$ cat config.mk
export PLATFORM = sky130hd
export DESIGN_NAME = uart_byte_rx
export DESIGN_NICKNAME = d
export VERILOG_FILES = /design/src/rtl/uart_byte_rx.sv
export SDC_FILE = /design/constraint.sdc
export NUM_CORES = 1
export LEC_CHECK = 0
export CORE_MARGIN = 5
export CORE_UTILIZATION = 40
export CTS_BUF_LIST = sky130_fd_sc_hd__clkbuf_4
export CTS_CLUSTER_SIZE = 16
export DETAILED_ROUTE_END_ITERATION = 6
export PLACE_DENSITY = 0.56
export SLEW_MARGIN = 15
export SYNTH_ARGS = -nofsm -noshare
export SYNTH_HDL_FRONTEND = slang
export SYNTH_SLANG_ARGS = --single-unit
$ cat constraint.sdc
create_clock -name clk -period 1.9 [get_ports clk]
set_input_delay 0.475 -clock clk [delete_from_list [all_inputs] [get_ports clk]]
set_output_delay 0.475 -clock clk [all_outputs]
set_load 0.005 [all_outputs]
$ cat src/rtl/uart_byte_rx.sv
// 8N1 UART receiver (LSB first) with 2-flop rx synchronizer and mid-bit sampling.
// Define PARITY_EN for 8E1 framing with even-parity checking on parity_err.
module uart_byte_rx #(
  parameter int CLK_HZ       = 50_000_000,
  parameter int BAUD         = 115_200,
  parameter int CLKS_PER_BIT = CLK_HZ / BAUD
) (
  input  logic       clk,
  input  logic       rst,
  input  logic       rx,
  output logic [7:0] rx_data,
  output logic       rx_valid,
  output logic       frame_err,
  output logic       parity_err,
  output logic       busy
);

  localparam int TW = (CLKS_PER_BIT > 1) ? $clog2(CLKS_PER_BIT) : 1;
  localparam logic [TW-1:0] T_FULL = TW'(CLKS_PER_BIT - 1);
  localparam logic [TW-1:0] T_HALF = TW'(CLKS_PER_BIT / 2 - 1);

  // state  | meaning
  // IDLE   | line idle, waiting for a low rx_s
  // START  | timing to the middle of the start bit, rejects glitches
  // DATA   | sampling 8 data bits, LSB first
  // PARITY | sampling the even-parity bit (PARITY_EN builds only)
  // STOP   | sampling the stop bit, issuing the result strobe
  // BREAK  | stop bit was low; wait for the line to return high
  typedef enum logic [2:0] {
    IDLE,
    START,
    DATA,
`ifdef PARITY_EN
    PARITY,
`endif
    STOP,
    BREAK
  } state_t;

  state_t          state;
  logic            rx_m;
  logic            rx_s;
  logic [TW-1:0]   timer;
  logic [2:0]      idx;
  logic [7:0]      shift;
`ifdef PARITY_EN
  logic            par_bad;
`else
  assign parity_err = 1'b0;
`endif

  always_ff @(posedge clk) begin
    if (rst) begin
      rx_m       <= 1'b1;
      rx_s       <= 1'b1;
      state      <= IDLE;
      timer      <= '0;
      idx        <= '0;
      shift      <= '0;
      rx_data    <= '0;
      rx_valid   <= 1'b0;
      frame_err  <= 1'b0;
      busy       <= 1'b0;
`ifdef PARITY_EN
      parity_err <= 1'b0;
      par_bad    <= 1'b0;
`endif
    end else begin
      rx_m      <= rx;
      rx_s      <= rx_m;
      rx_valid  <= 1'b0;
      frame_err <= 1'b0;
`ifdef PARITY_EN
      parity_err <= 1'b0;
`endif
      case (state)
        IDLE: begin
          if (!rx_s) begin
            state <= START;
            timer <= '0;
            busy  <= 1'b1;
          end
        end
        START: begin
          if (timer == T_HALF) begin
            timer <= '0;
            idx   <= '0;
            if (rx_s) begin
              state <= IDLE;
              busy  <= 1'b0;
            end else begin
              state <= DATA;
            end
          end else begin
            timer <= timer + 1'b1;
          end
        end
        DATA: begin
          if (timer == T_FULL) begin
            timer      <= '0;
            shift[idx] <= rx_s;
            if (idx == 3'd7) begin
`ifdef PARITY_EN
              state <= PARITY;
`else
              state <= STOP;
`endif
            end else begin
              idx <= idx + 1'b1;
            end
          end else begin
            timer <= timer + 1'b1;
          end
        end
`ifdef PARITY_EN
        PARITY: begin
          if (timer == T_FULL) begin
            timer   <= '0;
            par_bad <= rx_s ^ (^shift);
            state   <= STOP;
          end else begin
            timer <= timer + 1'b1;
          end
        end
`endif
        STOP: begin
          if (timer == T_FULL) begin
            timer <= '0;
            if (rx_s) begin
              state <= IDLE;
              busy  <= 1'b0;
`ifdef PARITY_EN
              if (par_bad) begin
                parity_err <= 1'b1;
              end else begin
                rx_data  <= shift;
                rx_valid <= 1'b1;
              end
`else
              rx_data  <= shift;
              rx_valid <= 1'b1;
`endif
            end else begin
              // Framing error wins over parity; rx_data keeps the last good byte.
              frame_err <= 1'b1;
              state     <= BREAK;
            end
          end else begin
            timer <= timer + 1'b1;
          end
        end
        BREAK: begin
          if (rx_s) begin
            state <= IDLE;
            busy  <= 1'b0;
          end
        end
        default: begin
          state <= IDLE;
          busy  <= 1'b0;
        end
      endcase
    end
  end

endmodule

==> results of run 1 <==
-- synth_stat cells, types with 2 or more instances --
cell type / instances
nor3_2: 2
o2111ai_1: 2
a21oi_1: 7
nor2_2: 2
nand2b_1: 4
nand3b_1: 2
ha_1: 5
o21ai_0: 2
nand2_1: 15
buf_6: 2
or3_1: 4
clkbuf_1: 7
a21o_1: 2
nor2b_1: 3
a22oi_1: 2
buf_4: 2
nor3_1: 4
mux2i_1: 18
dfxtp_1: 36
nand3_1: 10
a31oi_1: 4
nand4_1: 3
nor2_1: 29
inv_1: 3
or2_2: 2
-- power by group --
part	total [W]	switching (W)	internal, W
sequential	0.000791	0.0000181	0.000773
clock	0.000533	0.000259	0.000274
combinational	0.000275	0.000150	0.000124
-- what timing repair did --
| item | CTS | global route |
|---|---|---|
| setup buffers | 0 | 3 |
| gates resized for setup | 1 | 15 |
| cloned | 0 | 0 |
| pin swaps | 0 | 3 |
| endpoints found under the setup margin | 2 | 15 |
-- through the flow --
| step | utilization, % | hold WS, ns |
|---|---|---|
| floorplan | - | 0.3895 |
| global placement | 47.51 | 0.4017 |
| detailed placement | 47.51 | 0.4029 |
| CTS | 49.42 | 0.4303 |
| global route | 51.39 | 0.4693 |
| finish | 51.39 | 0.4258 |
-- worst max-delay path, stage by stage (launching register included) --
cell and delay, ns:
dfxtp_4 0.37, inv_2 0.06, ha_1 0.13, or4b_4 0.50, nor2_4 0.17, buf_6 0.11, o22a_4 0.18, a21oi_2 0.07
a41o_1 0.19
-- metal layers --
layer / track usage (%) / routed length, um
met2: 22.35 / 1909
met1: 17.36 / 1751
met4: 5.769 / 74
met5: 0 / 0
met3: 3.310 / 149
-- state kept, by name, indices dropped and copies added (netlist names) --
signal,flops
state,3
rx_valid,1
rx_data,8
timer,9
busy,1
shift,8
rx_s,1
frame_err,1
rx_m,1
idx,3
-- cells by family after synthesis --
family / count (synthesis)
AO/OA/AOI/OAI: 31
XOR/XNOR: 1
AND/OR/NAND/NOR: 90
other: 1
multiplexers: 18
flip-flops: 36
adder cells (fa/ha/maj): 5
buffers and inverters: 15
-- layout make-up --
class,count,area (um^2),area share (%)
Inverter,3,11.26,0.5068
Timing Repair Buffer,34,320.3,14.41
Clock inverter,3,42.54,1.914
Sequential cell,36,724.4,32.60
Tap cell,52,65.06,2.928
Clock buffer,5,37.54,1.689
Multi-Input combinational cell,146,1021,45.95
-- worst max path at each step --
stage,startpoint,end,depth (start not counted)
after floorplan,timer[0],timer[1],8
after global placement,timer[0],state[1],6
after detailed placement,timer[0],state[2],7
after CTS,timer[0],state[1],6
after global routing,timer[0],busy,8
final,timer[0],busy,8
==> flow_summary_export.csv, run 1 <==
group,metric,value,unit
routing,wire_per_inst,13.92,um
synth,synth_warnings,0,
sta,finalSetupViolations,0,
global_route,track_usage,13.79,%
routing,drt_iter0_markers,88,
critical_path,cp.required,2.15,ns
global_route,grt.overflow.total,0,
clock_tree,clk_latency,0.35,ns
synth,synth-compound-area-share,13.45,%
sta,maxSlewViolCount,0,
sta,rsz0062_at_grt,"yes",
synth,synth-simple-area-share,26.82,%
synth,synth_ff_type,"dfxtp_1",
synth,synth_enable_flop_cells,0,
synth,synth_mux_area_share,10.19,%
finish,fin_area,2222,um^2
synth,synth_top_family_by_area,"simple AND/OR/NAND/NOR gates",
finish,drive_gt1_share,21.15,%
critical_path,criticalPathCategory,"flop to flop",
sta,hold_viol,0,
synth,ys_async_sr_fraction,0,%
floorplan,die_w,76.48,um
sta,fmax,536.0,MHz
run,drv_cap,0,
critical_path,end_kind,"flop",
run_status,status,"finished, final reports clean",
clock_tree,hold_buffers,0,
critical_path,r2r_setup_slack,0.03,ns
global_route,grt_pass1_vias,1495,
power_and_ir_drop,vdd_drop_max,0.0005406,V
sta,period_share,98.20,%
place,post-dp-hpwl,2774,um
critical_path,rr_endpoint,"busy",
place,dpl_cell_area,2054,um^2
routing,drt_wl_total,3885,um
floorplan,io_pins,15,
synth,ys_seq_area_share,40.76,%
global_route,antenna_found_initial,0,
floorplan,row_count,24,
synth,yosysUniqueCellTypes,50,
synth,syn_area_per_cell,8.974,um^2
synth,yosys.area.top_type_share,40.76,%
min_path,hold_path_end,"rx_s",
critical_path,crit_arrival,2.12,ns
critical_path,r2r_start,"timer[0]",
sta,finalCriticalPeriod,1.866,ns
synth,synth-seq-cells,36,
floorplan,core_area,4324,um^2
clock_tree,clock-root-buffer,"clkbuf_4",
global_route,grt_max_degree,28,
routing,drt_pass1_iterations,5,
sta,layout_setup_ws,0.03425,ns
sta,setup_tns,0,ns
critical_path,crit_fanout,8,
synth,netlist_area,1768,um^2
clock_tree,max-clock-path-buffers,2,
routing,drcViolationCount,0,
floorplan,start_util,40.89,%
floorplan,die_h,76.48,um
global_route,grt_pass1_wl,6693,um
routing,num_vias,1511,
min_path,hold_class,"flop to flop",
place,dp_slack,-0.004028,ns
synth,synthCells,197,
synth,yosys.area.top_type,"dfxtp_1",
clock_tree,cts_max_level,2,
clock_tree,clkSinkCount,36,
power_and_ir_drop,power.leakage,0.8623,nW
floorplan,dieArea,5849,um^2
finish,area_delta_synth_final,25.69,%
clock_tree,cts_buffers,5,
synth,synth_xor_area_share,0.4954,%
finish,layout.nets,234,
finish,fillers,425,
routing,via_per_inst,5.416,
finish,num_antenna_cells,0,
synth,syn_nets,205,
power_and_ir_drop,power,0.001599,W
min_path,hold_path_depth,1,
place,gp_routability_congestion,0.7814,
routing,ant_nets,0,
finish,final_cell_mix,"35 x dfxtp_1, 28 x nor2_1, 18 x mux2i_1, 17 x buf_4, 15 x nand2_1",
finish,final_common_cell,"dfxtp_1",
clock_tree,cts_tree,"built",
critical_path,rr_worst_depth,8,
synth,synthAdderAreaFrac,3.539,%
sta,skew,0.01488,ns
place,io_buffers,13,
synth,synth_top_cells_by_area,"dfxtp_1 41%, mux2i_1 10%, nor2_1 6.2%",
clock_tree,clk_pin_slew_worst_paths,0.11,ns
critical_path,start_kind,"flop",
finish,fin_cells,279,
place,placed_cells,268,
power_and_ir_drop,powerDensity,719.6,nW/um^2
min_path,min_from,"rx_m",
Note: power is estimated with default switching activity, not from simulation.
==> inputs of run 2 (changes only) <==
--- a/config.mk
+++ b/config.mk
@@ -10,6 +10,9 @@
 export CTS_BUF_LIST = sky130_fd_sc_hd__clkbuf_4
 export CTS_CLUSTER_SIZE = 16
 export DETAILED_ROUTE_END_ITERATION = 6
+export GPL_ROUTABILITY_DRIVEN = 0
+export GPL_TIMING_DRIVEN = 0
+export HOLD_SLACK_MARGIN = 0.06
 export PLACE_DENSITY = 0.56
 export SLEW_MARGIN = 15
 export SYNTH_ARGS = -nofsm -noshare
==> flow_summary_export.csv, run 2 (synthesis results as in run 1) <==
group,metric,value,unit
sta,finalCriticalPeriod,1.827,ns
sta,relSlewSlack,64.32,%
critical_path,r2r_setup_slack,0.07,ns
sta,fmax,547.3,MHz
global_route,grt.overflow.total,0,
floorplan,die_h,76.48,um
global_route,grt_pass1_vias,1449,
run,drv_cap,0,
place,io_buffers,13,
critical_path,crit_fanout,10,
clock_tree,clock-root-buffer,"clkbuf_4",
power_and_ir_drop,power,0.001583,W
finish,final_common_cell,"dfxtp_1",
sta,period_share,96.17,%
global_route,antenna_found_initial,0,
routing,drt_pass1_iterations,4,
power_and_ir_drop,powerDensity,743.6,nW/um^2
sta,skew,0.003316,ns
critical_path,crit_path_top_delay_cell,"or4b_4",
critical_path,start_kind,"flop",
routing,drt_wl_total,3911,um
clock_tree,cts_tree,"built",
critical_path,slowest_delay,0.49,ns
routing,via_per_inst,5.526,
global_route,grt_pass1_wl,6693,um
sta,hold_slack,0.4293,ns
sta,setup_tns,0,ns
clock_tree,clkSinkCount,36,
floorplan,row_count,24,
critical_path,cp.required,2.19,ns
power_and_ir_drop,power.leakage,0.8283,nW
global_route,track_usage,13.81,%
critical_path,end_kind,"flop",
floorplan,dieArea,5849,um^2
routing,num_vias,1503,
finish,drive_gt1_share,18.64,%
finish,largest_register,"timer",
floorplan,start_util,40.89,%
clock_tree,max-clock-path-buffers,2,
finish,layout.nets,227,
routing,drcViolationCount,0,
finish,final_cell_mix,"33 x dfxtp_1, 29 x nor2_1, 18 x mux2i_1, 15 x nand2_1, 13 x clkdlybuf4s50_1",
clock_tree,cts_buffers,5,
finish,fillers,423,
finish,multiInputGateArea,1023,um^2
clock_tree,clk_pin_slew_worst_paths,0.11,ns
finish,largest_register_ffs,9,
finish,fin_util,49.25,%
critical_path,criticalPathCategory,"flop to flop",
run_status,status,"finished, final reports clean",
place,post-dp-hpwl,2751,um
sta,finalSetupViolations,0,
sta,worst_pin_slew,0.5352,ns
clock_tree,clk_latency,0.34,ns
finish,num_antenna_cells,0,
power_and_ir_drop,vdd_drop_max,0.0004702,V
critical_path,crit_arrival,2.12,ns
routing,ant_nets,0,
floorplan,core_area,4324,um^2
global_route,grt_max_degree,12,
finish,ff_latch_area,724.4,um^2
finish,top_regs,"timer (9), rx_data (8), shift (8)",
routing,drt_iter0_markers,77,
floorplan,die_w,76.48,um
min_path,hold_class,"flop to flop",
finish,area_delta_synth_final,20.45,%
clock_tree,cts_max_level,2,
sta,hold_viol,0,
critical_path,crit_chain,"inv_2 -> ha_1 -> or4b_4 -> nor2_4 -> o22ai_2 -> buf_6 -> o21bai_2 -> o311a_1",
clock_tree,hold_buffers,0,
floorplan,io_pins,15,
routing,wire_per_inst,14.38,um
sta,maxSlewViolCount,0,
==> run 2: cell count changes in the layout (fill, tap and decap cells not counted), sizes merged <==
cell      delta
clkinvlp     -1
buf         -13
clkbuf       +7
==> run 2: worst paths after layout <==
kind	endpoint	cells after the start	from
max	state[1]	8	timer[0]
min	rx_s	1	rx_m
max reg2reg	state[1]	8	timer[0]
min reg2reg	rx_s	1	rx_m
==> run 2: through the flow <==
step                      cells  instance area, um^2  worst slack, ns
final                       272                 2130          0.07278
after global routing        272                 2130        -0.009417
after CTS                   272                 2086          0.01611
after detailed placement    262                 1963          -0.5284
after global placement      262                 1963          -0.4888
after floorplan             197                 1768           0.1457
==> run 2: critical path, delay by kind of cell, from the launching register on <==
kind / cells / cell delay, ns
AO/OA/AOI/OAI: 3 / 0.41
adder cells (fa/ha/maj): 1 / 0.14
buffers and inverters: 2 / 0.25
flip-flops: 1 / 0.36
AND/OR/NAND/NOR: 2 / 0.62
==> run 2: per-layer routing <==
metal  vias to the layer above  GRT usage [%]  wire length (um)
met1                       720          17.44              1876
li1                        751              -                 -
met5                         -              0                 0
met2                        27          21.23              1784
met4                         0          5.070                54
met3                         5          5.319               196
==> run 2: where the power goes <==
group	internal, W	total (W)	switching, W
Clock	0.000290	0.000550	0.000260
Combinational	0.0000984	0.000242	0.000143
Sequential	0.000773	0.000792	0.0000190
==> run 2: area by class of cell <==
type / count / area share (%)
plain buffers: 11 / 3.408
clock buffers: 6 / 2.115
clock inverters: 2 / 1.645
inverters: 3 / 0.5288
multi-input cells: 146 / 48.06
flip-flops and latches: 36 / 34.02
well taps: 52 / 3.055
repair buffers: 16 / 7.168
==> run 2: what timing repair did <==
action	in CTS	in global routing
gates resized for setup	8	11
setup endpoints to repair	25	26
pin swaps	2	6
cloned	0	0
setup buffers	2	1
endpoints found under the hold margin	0	0
